`src/rtl/l1_i_refill_if.sv`:
```
// l1_i_refill_if: controller-side miss handshake and L2 request/beat bus of the I-cache refill unit
interface l1_i_refill_if #(
    parameter int TAG_W  = 52,
    parameter int IDX_W  = 6,
    parameter int OFF_W  = 6,
    parameter int BEAT_W = 64,
    parameter int BEATS  = 8
);
    logic                            read_L1_L2;
    logic [TAG_W-1:0]                tag;
    logic [IDX_W-1:0]                index;
    logic                            flush;
    logic                            l2_req_valid;
    logic [TAG_W+IDX_W+OFF_W-1:0]    l2_req_addr;
    logic                            l2_req_ready;
    logic                            l2_rvalid;
    logic [BEAT_W-1:0]               l2_rdata;
    logic                            l2_rlast;
    logic                            ready_L2_L1;
    logic [BEAT_W*BEATS-1:0]         refill_line;
    logic                            busy;
    logic                            proto_err;

    modport master (
        input  read_L1_L2, tag, index, flush, l2_req_ready, l2_rvalid, l2_rdata, l2_rlast,
        output l2_req_valid, l2_req_addr, ready_L2_L1, refill_line, busy, proto_err
    );

    modport slave (
        output read_L1_L2, tag, index, flush, l2_req_ready, l2_rvalid, l2_rdata, l2_rlast,
        input  l2_req_valid, l2_req_addr, ready_L2_L1, refill_line, busy, proto_err
    );
endinterface

```
`src/rtl/l1_i_refill_unit.sv`:
```
// l1_i_refill_unit: turns an I-cache miss into one line request to L2, gathers the beats and returns the line
module l1_i_refill_unit #(
    parameter int TAG_W  = 52,
    parameter int IDX_W  = 6,
    parameter int OFF_W  = 6,
    parameter int BEAT_W = 64,
    parameter int BEATS  = 8
) (
    input  logic            clk,
    input  logic            rst,
    l1_i_refill_if.master   bus
);
    localparam int LINE_W = BEAT_W * BEATS;
    localparam int CNT_W  = $clog2(BEATS);
    localparam int ADDR_W = TAG_W + IDX_W + OFF_W;

    typedef enum logic [2:0] {IDLE, REQ, FILL, RESP, HOLD} state_t;

    state_t              state_q;
    logic [CNT_W-1:0]    beat_cnt_q;
    logic                drop_q;
    logic [LINE_W-1:0]   line_q;
    logic                req_valid_q;
    logic [ADDR_W-1:0]   addr_q;
    logic                rdy_q;
    logic                busy_q;
    logic                err_q;

    assign bus.l2_req_valid = req_valid_q;
    assign bus.l2_req_addr  = addr_q;
    assign bus.ready_L2_L1  = rdy_q;
    assign bus.refill_line  = line_q;
    assign bus.busy         = busy_q;
    assign bus.proto_err    = err_q;

    // Refill FSM; every output is a register updated with the state it belongs to
    always_ff @(posedge clk) begin
        if (rst) begin
            state_q     <= IDLE;
            beat_cnt_q  <= '0;
            drop_q      <= 1'b0;
            line_q      <= '0;
            req_valid_q <= 1'b0;
            addr_q      <= '0;
            rdy_q       <= 1'b0;
            busy_q      <= 1'b0;
            err_q       <= 1'b0;
        end else begin
            rdy_q <= 1'b0;
            if (bus.l2_rvalid && state_q != FILL) err_q <= 1'b1;
            case (state_q)
                IDLE: begin
                    drop_q <= 1'b0;
                    if (bus.read_L1_L2 && !bus.flush) begin
                        addr_q      <= {bus.tag, bus.index, {OFF_W{1'b0}}};
                        req_valid_q <= 1'b1;
                        busy_q      <= 1'b1;
                        state_q     <= REQ;
                    end
                end
                REQ: begin
                    if (bus.flush) drop_q <= 1'b1;
                    if (bus.l2_req_ready) begin
                        req_valid_q <= 1'b0;
                        beat_cnt_q  <= '0;
                        state_q     <= FILL;
                    end
                end
                FILL: begin
                    if (bus.flush) drop_q <= 1'b1;
                    if (bus.l2_rvalid) begin
                        line_q[int'(beat_cnt_q)*BEAT_W +: BEAT_W] <= bus.l2_rdata;
                        beat_cnt_q <= beat_cnt_q + 1'b1;
                        if (bus.l2_rlast != (beat_cnt_q == CNT_W'(BEATS-1))) err_q <= 1'b1;
                        if (beat_cnt_q == CNT_W'(BEATS-1)) begin
                            rdy_q   <= !(drop_q || bus.flush);
                            state_q <= RESP;
                        end
                    end
                end
                RESP: begin
                    if (bus.flush) drop_q <= 1'b1;
                    state_q <= HOLD;
                end
                HOLD: begin
                    drop_q  <= 1'b0;
                    busy_q  <= 1'b0;
                    state_q <= IDLE;
                end
                default: state_q <= IDLE;
            endcase
        end
    end
endmodule

```
`src/flat_wrapper.sv`:
```
// flat-port wrapper written by rule: the top's interface ports become plain ports
module l1_i_refill_unit_flat 
#(
    parameter int TAG_W  = 52,
    parameter int IDX_W  = 6,
    parameter int OFF_W  = 6,
    parameter int BEAT_W = 64,
    parameter int BEATS  = 8
)
  (clk, rst, bus_read_L1_L2, bus_tag, bus_index, bus_flush, bus_l2_req_ready, bus_l2_rvalid, bus_l2_rdata, bus_l2_rlast, bus_l2_req_valid, bus_l2_req_addr, bus_ready_L2_L1, bus_refill_line, bus_busy, bus_proto_err);
  l1_i_refill_if #(.TAG_W(TAG_W), .IDX_W(IDX_W), .OFF_W(OFF_W), .BEAT_W(BEAT_W), .BEATS(BEATS)) bus_i ();
  input  logic clk;
  input  logic rst;
  input wire logic [$bits(bus_i.read_L1_L2)-1:0] bus_read_L1_L2;
  input wire logic [$bits(bus_i.tag)-1:0] bus_tag;
  input wire logic [$bits(bus_i.index)-1:0] bus_index;
  input wire logic [$bits(bus_i.flush)-1:0] bus_flush;
  input wire logic [$bits(bus_i.l2_req_ready)-1:0] bus_l2_req_ready;
  input wire logic [$bits(bus_i.l2_rvalid)-1:0] bus_l2_rvalid;
  input wire logic [$bits(bus_i.l2_rdata)-1:0] bus_l2_rdata;
  input wire logic [$bits(bus_i.l2_rlast)-1:0] bus_l2_rlast;
  output wire logic [$bits(bus_i.l2_req_valid)-1:0] bus_l2_req_valid;
  output wire logic [$bits(bus_i.l2_req_addr)-1:0] bus_l2_req_addr;
  output wire logic [$bits(bus_i.ready_L2_L1)-1:0] bus_ready_L2_L1;
  output wire logic [$bits(bus_i.refill_line)-1:0] bus_refill_line;
  output wire logic [$bits(bus_i.busy)-1:0] bus_busy;
  output wire logic [$bits(bus_i.proto_err)-1:0] bus_proto_err;
  assign bus_i.read_L1_L2 = bus_read_L1_L2;
  assign bus_i.tag = bus_tag;
  assign bus_i.index = bus_index;
  assign bus_i.flush = bus_flush;
  assign bus_i.l2_req_ready = bus_l2_req_ready;
  assign bus_i.l2_rvalid = bus_l2_rvalid;
  assign bus_i.l2_rdata = bus_l2_rdata;
  assign bus_i.l2_rlast = bus_l2_rlast;
  assign bus_l2_req_valid = bus_i.l2_req_valid;
  assign bus_l2_req_addr = bus_i.l2_req_addr;
  assign bus_ready_L2_L1 = bus_i.ready_L2_L1;
  assign bus_refill_line = bus_i.refill_line;
  assign bus_busy = bus_i.busy;
  assign bus_proto_err = bus_i.proto_err;
  l1_i_refill_unit #(.TAG_W(TAG_W), .IDX_W(IDX_W), .OFF_W(OFF_W), .BEAT_W(BEAT_W), .BEATS(BEATS)) u_core (.clk(clk), .rst(rst), .bus(bus_i));
endmodule
```
`config.mk`:
```
export PLATFORM = sky130hd
export DESIGN_NAME = l1_i_refill_unit_flat
export DESIGN_NICKNAME = d
export VERILOG_FILES = /design/src/rtl/l1_i_refill_if.sv /design/src/rtl/l1_i_refill_unit.sv /design/src/flat_wrapper.sv
export SDC_FILE = /design/constraint.sdc
export NUM_CORES = 1
export LEC_CHECK = 0
export CORE_AREA = 3 3 274 276
export DETAILED_ROUTE_END_ITERATION = 8
export DIE_AREA = 0 0 277 279
export SKIP_LAST_GASP = 1
export SLEW_MARGIN = 20
export SYNTH_ARGS = -nofsm -noshare
export SYNTH_HDL_FRONTEND = slang
export SYNTH_SLANG_ARGS = --single-unit
export TNS_END_PERCENT = 100
```
`constraint.sdc`:
```
create_clock -name clk -period 2.4 [get_ports clk]
set_clock_uncertainty 0.05 [all_clocks]
set_input_delay 0.6 -clock clk [delete_from_list [all_inputs] [get_ports clk]]
set_output_delay 0.6 -clock clk [all_outputs]
set_load 0.01 [all_outputs]
```
==> impl_results.md, run 1 <==
* Die X at 277 um
* Min-delay src: u_core.drop_q
* First-pass detailed-route iteration total at 5
* Max-cap viol count at 0
* Kind of path behind the tightest hold check: flop to flop
* Clock tree from TritonCTS: done
* Detailed placer's ending HPWL at 64800 um
* Final Hold Viols at 0
* Worst endpoint required time at 1750 ps
* Number of buffers inserted by port buffering at 702
* Critical path fanouts, max at 2
* Dominant cell type by area after synthesis: sky130_fd_sc_hd__dfxtp_1
* Largest stage delay on the critical path at 690 ps
* Vias in the first global route at 20.6k
* Result of the run: finished, final reports clean
* Total via count in the routed design at 20.0k
* Routability-driven placement congestion ratio at 0.857
* Std-Cell Core Area at 72800 um^2
* Peak clock frequency supported by timing at 440 MHz
* Post-Syn Area at 24700 um^2
* Final Net Count at 3242
* Crit start category: flop
* Filler-free cell count of the finished design at 4124
* Count of unique library cells instantiated by Yosys at 43
* Number of top-level pins at 709
* Gr usage total at 22.2%
* Syn Inst Count at 2445
* Initial antenna violation count at 4
* Clock slew at the register clock pins of the worst setup and hold paths at 60 ps
* GR met1 Demand/Resource at 26.4%
* Final antenna-violating net count at 0
* DIE AREA at 77300 um^2
* Share of final-layout standard cells stronger than drive strength 1 at 10.3%
* Final max-slew violation count at 0
* Count of state elements after synthesis at 581
* Sequential area share after synthesis at 47.1%
* Top cell type's share of synthesized area at 47.1%
* Highest-delay cell along the critical path: sky130_fd_sc_hd__clkdlybuf4s50_1
* Routing layer with the top usage in global route: met2
* Synth top area cells: sky130_fd_sc_hd__dfxtp_1, sky130_fd_sc_hd__mux2i_1, sky130_fd_sc_hd__nand2b_1
* Met2 usage in global routing at 37.6%
* First-pass GRT wire length at 132000 um
* Sinks on Clock Net at 581
* DRC errors left at 0
* Total power at 21.6 mW
* Placed Instances at 3997
* Htree depth at 3
* Kind of capture point of the worst setup path: primary output
* Worst skew pair latency at 580 ps
* Maximum clock insertion buffer count at 3
* Minimum setup slack after placement at -322 ps
* Arrival @ worst endpoint at 1620 ps
* Number of warnings issued by yosys at 0
* TritonCTS buffer count at 68
* Smallest hold slack at 378 ps
* Vertical die dimension at 279 um
* Headroom to the max-slew limit at 50.9%
* Minimum period implied by the final worst setup slack at 2270 ps
* Site row count at 99
* Global Route met3 Usage at 6.45%
* Via density per instance at 4.85
* Number of endpoints failing setup at the final stage at 0
* Total power divided by cell area at 609 nW/um^2
* FILL cells at 6769
* Starting density of the core at 33.9%
* Leftover overflow at the end of global routing at 0
* Worst IR drop on VDD at 0.000446 V
* Syn_area_per_cell at 10.1 um^2
* PnR worst setup slack at 125 ps
* Detailed-route wire length per cell at 21.7 um
* Critical path origin: u_core.bus.refill_line[441]
* Pin count of the biggest net entering global routing at 79
* Setup Fix Bufs, Post-CTS at 0
* Violation count after the first detailed-routing iteration at 1017
* Area Growth Syn to Fin at 43.5%
* Critical path class: flop to primary output
* Leakage at 13.7 nW
* Total buffers and inverters traversed by the critical path at 1
* Slew at the pin closest to its max-slew limit at 735 ps
* Setup repair after global routing missed its margin: false
* Clock root cell: sky130_fd_sc_hd__clkbuf_16
* Startpoint of the worst register-to-register path: u_core.beat_cnt_q[1]
* Final period utilization at 94.8%
* Wire length after detailed routing at 89500 um
* Kind of cell with the highest combined delay on the critical path: buffers and inverters
* Cell-by-cell trace of the critical path: clkdlybuf4s50_1
per-stage QoR:
step	utilization, %	setup TNS, ps	cell area (um^2)
after floorplan	-	0	24700
after global placement	45.5	-35430	33100
after detailed placement	45.5	-45850	33100
after CTS	48.6	0	35400
after global routing	48.7	0	35400
final	48.7	0	35400
logic make-up after synthesis:
kind of cell | count (synthesis) | share of synthesized area, %
xor gates and xnor gates | 1 | 0.0355
buffers and inverters | 220 | 4.58
and+or+nand+nor | 989 | 24.2
other | 1 | 0.0152
DFF | 581 | 47.1
muxes | 508 | 20.9
adders and majority gates | 5 | 0.253
AOI/OAI and AO/OA | 140 | 2.94
repair_timing:
item / in CTS / in global routing
endpoints found under the hold margin: 0 / 0
resized for setup: 1 / 2
setup endpoints to repair: 1 / 41
hold buffers: 0 / 0
per-layer routing:
layer	up-vias	wire, um
li1	9523	-
met1	9697	36300
met2	632	43100
met3	144	6640
met4	2	3370
met5	-	18
path summary, 6_finish.rpt:
path	end	slack (ps)	depth (start not counted)
setup / recovery	bus_refill_line[441]	130	1
hold / removal	u_core.bus.ready_L2_L1	380	1
setup reg to reg	u_core.bus.refill_line[296]	130	8
hold reg to reg	u_core.bus.ready_L2_L1	380	1
cell usage in the layout, fill, tap and decap left out, drive strengths merged, types with 9 or more instances in the layout:
cell type / n
clkdlybuf4s50: 700
dfxtp: 581
nand2b: 453
mux2i: 450
nand2: 174
nor2b: 119
clkbuf: 105
buf: 101
nand3b: 78
a21oi: 70
or3b: 65
nand3: 61
o21ai: 60
mux2: 58
clkinv: 11
nand4: 9
inv: 9
cells in the mapped netlist (all sizes together):
master and number:
a211oi 1, and2 1, nor4b 3, nor3 1, conb 1, nand4 9
nor3b 3, nor4 3, nor2 8, or3b 65, mux2i 450, nand2b 453
nand2 174, buf 75, nor2b 119, and3 1, xor2 1, ha 5
inv 6, or2 2, o21ai 60, a21oi 70, o31ai 8, mux2 58
nand3b 78, dfxtp 581, or4b 2, and4bb 1, nand4b 2, nand4bb 1
o21a 1, clkbuf 139, or4 2, nand3 61
report_power, final:
group | switching (mW) | internal, mW
combinational | 0.668 | 0.659
sequential | 0.0391 | 9.71
clock | 4.27 | 6.26
total | 4.97 | 16.6
registers in the layout, summed over array words and instances (netlist names):
name                     flops
u_core.beat_cnt_q            3
u_core.bus.busy              1
u_core.bus.l2_req_addr      58
u_core.bus.l2_req_valid      1
u_core.bus.proto_err         1
u_core.bus.ready_L2_L1       1
u_core.bus.refill_line     512
u_core.drop_q                1
u_core.state_q               3
layout make-up:
| type | count | area (um^2) | area share (%) |
|---|---|---|---|
| antenna | 3 | 7.51 | 0.0212 |
| sequential | 581 | 11600 | 32.8 |
| tap | 959 | 1200 | 3.39 |
| timing repair buffer | 802 | 8230 | 23.2 |
| clock inverter | 19 | 190 | 0.537 |
| multi-input combinational | 1649 | 12100 | 34.0 |
| inverter | 6 | 22.5 | 0.0635 |
| clock buffer | 105 | 2090 | 5.91 |
(Power assumes the default switching activity.)
==> run 2: changes to the inputs <==
--- a/config.mk
+++ b/config.mk
@@ -5,9 +5,9 @@
 export SDC_FILE = /design/constraint.sdc
 export NUM_CORES = 1
 export LEC_CHECK = 0
-export CORE_AREA = 3 3 274 276
+export CORE_MARGIN = 3
+export CORE_UTILIZATION = 30
 export DETAILED_ROUTE_END_ITERATION = 8
-export DIE_AREA = 0 0 277 279
 export SKIP_LAST_GASP = 1
 export SLEW_MARGIN = 20
 export SYNTH_ARGS = -nofsm -noshare
==> run 2 against run 1 <==
Sequential share of layout area shrank 0.40 points; core utilization shrank 4.4 points; combinational power grew 3%; hold slack gained 9.6 ps; cell count grew 3.0%; sequential power is essentially flat; critical path depth grew 7; critical path type is now flop to flop; register-to-register slack is essentially flat; largest cell class unchanged; clock power is essentially flat; final area grew 1.2%; worst setup slack gained 6.0 ps.
==> impl_results.md, run 2 (synthesis results as in run 1) <==
* Result of the run: finished, final reports clean
* Leakage at 13.9 nW
* Number of endpoints failing setup at the final stage at 0
* Hold Buf Count CTS at 0
* Final max-slew violation count at 0
* # diodes at 0
* Starting density of the core at 30.5%
* TritonCTS buffer count at 70
* Startpoint of the worst register-to-register path: u_core.beat_cnt_q[0]
* Maximum clock insertion buffer count at 3
* Endpoint of the worst-slack reg-to-reg timing path: u_core.bus.refill_line[94]
* Max-cap viol count at 0
* Worst Reg-to-Reg Cells at 8
* Vertical die dimension at 293 um
* Setup repair after global routing missed its margin: false
* Final antenna-violating net count at 0
* Detailed placer's ending HPWL at 63700 um
* Net switching share of the total power at 22.8%
* Min-delay src: u_core.drop_q
* Kind of path behind the tightest hold check: flop to flop
* Final Hold Viols at 0
* Vias in the first global route at 19.6k
* Terminating pin of the worst hold path: u_core.bus.ready_L2_L1
* Htree depth at 3
* Routability-driven placement congestion ratio at 0.782
* Area Growth Syn to Fin at 45.2%
* Crit start category: flop
* Initial antenna violation count at 3
* Violation count after the first detailed-routing iteration at 861
* Number of buffers inserted by port buffering at 702
* First-pass detailed-route iteration total at 5
* Leftover overflow at the end of global routing at 0
* Gr usage total at 19.5%
* Final period utilization at 94.5%
* Worst endpoint required time at 2810 ps
* Arrival @ worst endpoint at 2680 ps
* Area of the multi-input gates at 12100 um^2
* Worst IR drop on VDD at 0.000594 V
* Internal power at 16.9 mW
* Share of final-layout standard cells stronger than drive strength 1 at 11.0%
* Combinational Power Share at 6.3%
* Final Net Count at 3275
* Detailed-route wire length per cell at 20.6 um
* Kind of capture point of the worst setup path: flop
* Critical path class: flop to flop
* Slew at the pin closest to its max-slew limit at 611 ps
* Total via count in the routed design at 19.7k
* Clock root cell: sky130_fd_sc_hd__clkbuf_16
* Std-Cell Core Area at 81100 um^2
* DIE AREA at 85800 um^2
* Critical path origin: u_core.beat_cnt_q[0]
* Clock tree from TritonCTS: done
* Sw power at 5.00 mW
* Register-to-register path setup slack at 130 ps
* Number of top-level pins at 709
* FILL cells at 7791
* Minimum period implied by the final worst setup slack at 2270 ps
* Via density per instance at 4.63
* Worst skew pair latency at 600 ps
* Highest-count cells in the layout ignoring fill and taps: sky130_fd_sc_hd__clkdlybuf4s50_1, sky130_fd_sc_hd__dfxtp_1, sky130_fd_sc_hd__nand2b_1, sky130_fd_sc_hd__mux2i_1, sky130_fd_sc_hd__nand2_1
* Site row count at 104
* Wire length after detailed routing at 87400 um
* Peak clock frequency supported by timing at 441 MHz
* Headroom to the max-slew limit at 59.2%
* Portion of total power attributed to the clock network at 49.2%
* DRC errors left at 0
* Clock slew at the register clock pins of the worst setup and hold paths at 60 ps
* First-pass GRT wire length at 129000 um
* Most common cell after layout, fill and taps aside: sky130_fd_sc_hd__clkdlybuf4s50_1
* Total power at 21.9 mW
* Sequential share of power at 44.6%
* Critical path fanouts, max at 34
* Total power divided by cell area at 610 nW/um^2
* Pin count of the biggest net entering global routing at 92
* Die X at 293 um
* Hold Path Cell Cnt at 1
* Sinks on Clock Net at 581
* Area taken by flip-flops and latches at 11600 um^2
* Flip-flop count of the largest register after layout at 512
* Smallest hold slack at 388 ps
==> run 2: cell count changes in the layout (fill, tap and decap cells not counted), moves of 2 or more <==
| cell | previous run | this run |
|---|---|---|
| sky130_fd_sc_hd__bufinv_16 | 2 | 6 |
| sky130_fd_sc_hd__clkbuf_8 | 19 | 13 |
| sky130_fd_sc_hd__buf_6 | 0 | 2 |
| sky130_fd_sc_hd__diode_2 | 3 | 0 |
| sky130_fd_sc_hd__buf_12 | 36 | 41 |
| sky130_fd_sc_hd__buf_4 | 64 | 88 |
| sky130_fd_sc_hd__clkinv_2 | 8 | 6 |
==> run 2: how the worst max path moves through the flow <==
stage,endpoint,slack [ps],depth (start not counted)
6_report,u_core.bus.refill_line[94],130,8
5_1_grt,u_core.bus.refill_line[287],10,8
4_1_cts,u_core.bus.refill_line[283],20,8
3_5_place_dp,u_core.bus.refill_line[283],-360,6
3_3_place_gp,u_core.bus.refill_line[288],-320,6
2_1_floorplan,u_core.bus.refill_line[67],10,10
==> run 2: repair_timing <==
action                     in CTS  in global routing
resized for setup               1                  2
pin swaps                       0                  2
setup endpoints to repair      27                 42
buffers inserted                0                  1
==> run 2: final cells by class <==
type                    count  area share, %
multi-input cells        1649           33.6
clock buffers              99           5.61
well taps                1060           3.70
repair buffers            833           23.8
inverters                   6         0.0628
clock inverters            20          0.816
flip-flops and latches    581           32.4
==> run 2: per-layer routing <==
metal | up-vias | track usage, % | wire, um
li1 | 9592 | - | -
met1 | 9395 | 23.9 | 36900
met2 | 552 | 33.4 | 42100
met3 | 114 | 5.81 | 6420
met4 | 0 | 5.17 | 2030
met5 | - | 0 | 0
==> run 2: power by group through the flow <==
stage	combinational [mW]	clock, mW	sequential (mW)
after detailed placement	1.38	0	9.97
after floorplan	0.620	0	9.99
after global placement	1.39	0	9.96
final	1.37	10.8	9.76
after global routing	1.47	11.4	9.76
after CTS	1.39	11.1	9.75
==> run 2: critical path, cell delays in order (launching register included) <==
cell and delay (ps):
sky130_fd_sc_hd__dfxtp_1 330, sky130_fd_sc_hd__inv_1 50, sky130_fd_sc_hd__ha_1 230, sky130_fd_sc_hd__ha_4 410, sky130_fd_sc_hd__nor2b_1 300, sky130_fd_sc_hd__nand4_1 140
sky130_fd_sc_hd__buf_4 180, sky130_fd_sc_hd__buf_12 170, sky130_fd_sc_hd__mux2i_1 190
==> run 2: stage by stage <==
stage | instances | area [um^2] | setup slack (ps) | TNS [ps] | utilization (%)
floorplan | 2450 | 24700 | 11.9 | 0 | -
global placement | 4128 | 33600 | -316 | -37780 | 41.4
detailed placement | 4128 | 33600 | -356 | -52430 | 41.4
CTS | 4247 | 35900 | 20.0 | 0 | 44.2
global route | 4248 | 35900 | 14.3 | 0 | 44.3
finish | 4248 | 35900 | 131 | 0 | 44.3
==> run 3: changes to the inputs <==
--- a/config.mk
+++ b/config.mk
@@ -5,9 +5,12 @@
 export SDC_FILE = /design/constraint.sdc
 export NUM_CORES = 1
 export LEC_CHECK = 0
+export CELL_PAD_IN_SITES_DETAIL_PLACEMENT = 0
+export CELL_PAD_IN_SITES_GLOBAL_PLACEMENT = 2
 export CORE_MARGIN = 3
-export CORE_UTILIZATION = 30
+export CORE_UTILIZATION = 29
 export DETAILED_ROUTE_END_ITERATION = 8
+export PLACE_DENSITY_LB_ADDON = 0.1
 export SKIP_LAST_GASP = 1
 export SLEW_MARGIN = 20
 export SYNTH_ARGS = -nofsm -noshare
==> constraint.sdc (replaced) <==
create_clock -name clk -period 2.25 [get_ports clk]
set_clock_uncertainty 0.05 [all_clocks]
set_input_delay 0.5625 -clock clk [delete_from_list [all_inputs] [get_ports clk]]
set_output_delay 0.5625 -clock clk [all_outputs]
set_load 0.01 [all_outputs]
==> run 3 against run 2 <==
Clock power rose by 6%; global-route usage grew 1.6 points; via count rose by 2.0%; worst setup slack worse by 100 ps; non-clock buffer count grew 8; register-to-register slack worse by 100 ps; routed wire length up 13%; clock-buffer cell count up 12; power increased by 6.7%; critical endpoint is now u_core.bus.refill_line[314]; highest routed layer is now met5.
==> impl_results.md, run 3 (synthesis results as in run 1) <==
* Result of the run: finished, final reports clean
* Worst endpoint required time at 2720 ps
* Min-delay src: u_core.drop_q
* Net switching share of the total power at 22.9%
* Area after DPL at 33700 um^2
* Worst IR drop on VDD at 0.000475 V
* Headroom to the max-slew limit at 58.7%
* Crit start category: flop
* Sequential share of power at 44.6%
* Placed Instances at 4203
* Pin count of the biggest net entering global routing at 75
* Combinational Power Share at 6.3%
* Minimum setup slack after placement at -454 ps
* Vertical die dimension at 298 um
* Sw power at 5.34 mW
* PnR worst setup slack at 29.7 ps
* Filler-free cell count of the finished design at 4334
* Vias in the first global route at 20.7k
* Cell-by-cell trace of the critical path: inv_1, ha_1, ha_4, buf_16, nor3b_4, buf_12, buf_6, nand3b_1, mux2i_1
* Worst skew pair latency at 600 ps
* Detailed placer's ending HPWL at 71400 um
* Std-Cell Core Area at 84100 um^2
* DIE AREA at 88700 um^2
* Area Growth Syn to Fin at 46.5%
* Starting density of the core at 29.4%
* Initial antenna violation count at 3
* Gr usage total at 21.1%
* Max-cap viol count at 0
* Largest stage delay on the critical path at 390 ps
* Htree depth at 3
* Final Net Count at 3285
* Critical path origin: u_core.beat_cnt_q[0]
* Number of endpoints failing setup at the final stage at 0
* First-pass GRT wire length at 142000 um
* Sinks on Clock Net at 581
* Total power divided by cell area at 645 nW/um^2
* Share of final-layout standard cells stronger than drive strength 1 at 11.3%
* Final max-slew violation count at 0
* DRC errors left at 0
* Final antenna-violating net count at 0
* First-pass detailed-route iteration total at 5
* Die X at 298 um
* Total power at 23.3 mW
* Kind of cell with the highest combined delay on the critical path: adder cells
* FILL cells at 8176
* Clock root cell: sky130_fd_sc_hd__clkbuf_16
* Violation count after the first detailed-routing iteration at 822
* Minimum period implied by the final worst setup slack at 2220 ps
* Leakage at 14.3 nW
* Portion of total power attributed to the clock network at 49.1%
* Final period utilization at 98.7%
* Final core utilization at 43.0%
* Arrival @ worst endpoint at 2690 ps
* Startpoint of the worst register-to-register path: u_core.beat_cnt_q[0]
* Total buffers and inverters traversed by the critical path at 4
* Internal power at 18.0 mW
* Wire length after detailed routing at 98500 um
* Total via count in the routed design at 20.1k
* Most common cell after layout, fill and taps aside: sky130_fd_sc_hd__clkdlybuf4s50_1
* Clock tree from TritonCTS: done
* Peak clock frequency supported by timing at 450 MHz
* Hold Buf Count CTS at 0
* Via density per instance at 4.63
* Flip-flop count of the largest register after layout at 512
* Highest-count cells in the layout ignoring fill and taps: sky130_fd_sc_hd__clkdlybuf4s50_1, sky130_fd_sc_hd__dfxtp_1, sky130_fd_sc_hd__nand2b_1, sky130_fd_sc_hd__mux2i_1, sky130_fd_sc_hd__nand2_1
* Register-to-register path setup slack at 30 ps
* Kind of capture point of the worst setup path: flop
* Site row count at 106
* Critical path fanouts, max at 20
* Number of top-level pins at 709
* Area taken by flip-flops and latches at 11600 um^2
* Routability-driven placement congestion ratio at 0.799
* Setup repair after global routing missed its margin: true
* Highest-delay cell along the critical path: sky130_fd_sc_hd__ha_4
* Detailed-route wire length per cell at 22.7 um
* Maximum clock insertion buffer count at 3
* Number of buffers inserted by port buffering at 702
* Critical path class: flop to flop
* Kind of path behind the tightest hold check: flop to flop
* # diodes at 0
* Area of the multi-input gates at 12100 um^2
* Layout Cell Area excl Fill at 36200 um^2
* Slew at the pin closest to its max-slew limit at 619 ps
* TritonCTS buffer count at 72
* Clock slew at the register clock pins of the worst setup and hold paths at 60 ps
* Final Hold Viols at 0
* Leftover overflow at the end of global routing at 0
[run 3: layout make-up]
cell class / count / share of cell area (%)
inverter: 6 / 0.0622
multi-input combinational: 1649 / 33.4
tap: 1134 / 3.92
clock buffer: 111 / 5.95
clock inverter: 12 / 0.436
timing repair buffer: 841 / 24.1
sequential: 581 / 32.1
[run 3: worst paths after layout]
kind / cells past startpoint / end
min reg2reg: 1 / u_core.bus.ready_L2_L1
min: 1 / u_core.bus.ready_L2_L1
max reg2reg: 9 / u_core.bus.refill_line[314]
max: 9 / u_core.bus.refill_line[314]
[run 3: stage by stage]
| step | hold WS, ps | setup TNS [ps] |
|---|---|---|
| 6_report | 382 | 0 |
| 5_1_grt | 426 | -3380 |
| 4_1_cts | 391 | -516 |
| 3_5_place_dp | 381 | -130020 |
| 3_3_place_gp | 364 | -113960 |
| 2_1_floorplan | 347 | 0 |
[run 3: repair_timing]
| item | in CTS | in global routing |
|---|---|---|
| resized for setup | 18 | 24 |
| cloned | 0 | 3 |
| setup endpoints to repair | 74 | 173 |
| buffers inserted | 0 | 5 |
| pin swaps | 0 | 4 |
[run 3: routing by layer]
layer	track usage, %	part of all wire (%)	up-vias
met5	0	0.037	-
met4	6.45	2.9	6
met3	7.16	7.4	135
met2	37.5	50	529
met1	23.7	40	9777
li1	-	-	9604
[run 3: power by group through the flow]
stage | registers (mW) | clock network [mW] | logic [mW]
2_1_floorplan | 10.7 | 0 | 0.665
3_3_place_gp | 10.6 | 0 | 1.47
3_5_place_dp | 10.6 | 0 | 1.48
4_1_cts | 10.4 | 11.8 | 1.48
5_1_grt | 10.4 | 12.2 | 1.58
6_report | 10.4 | 11.5 | 1.47
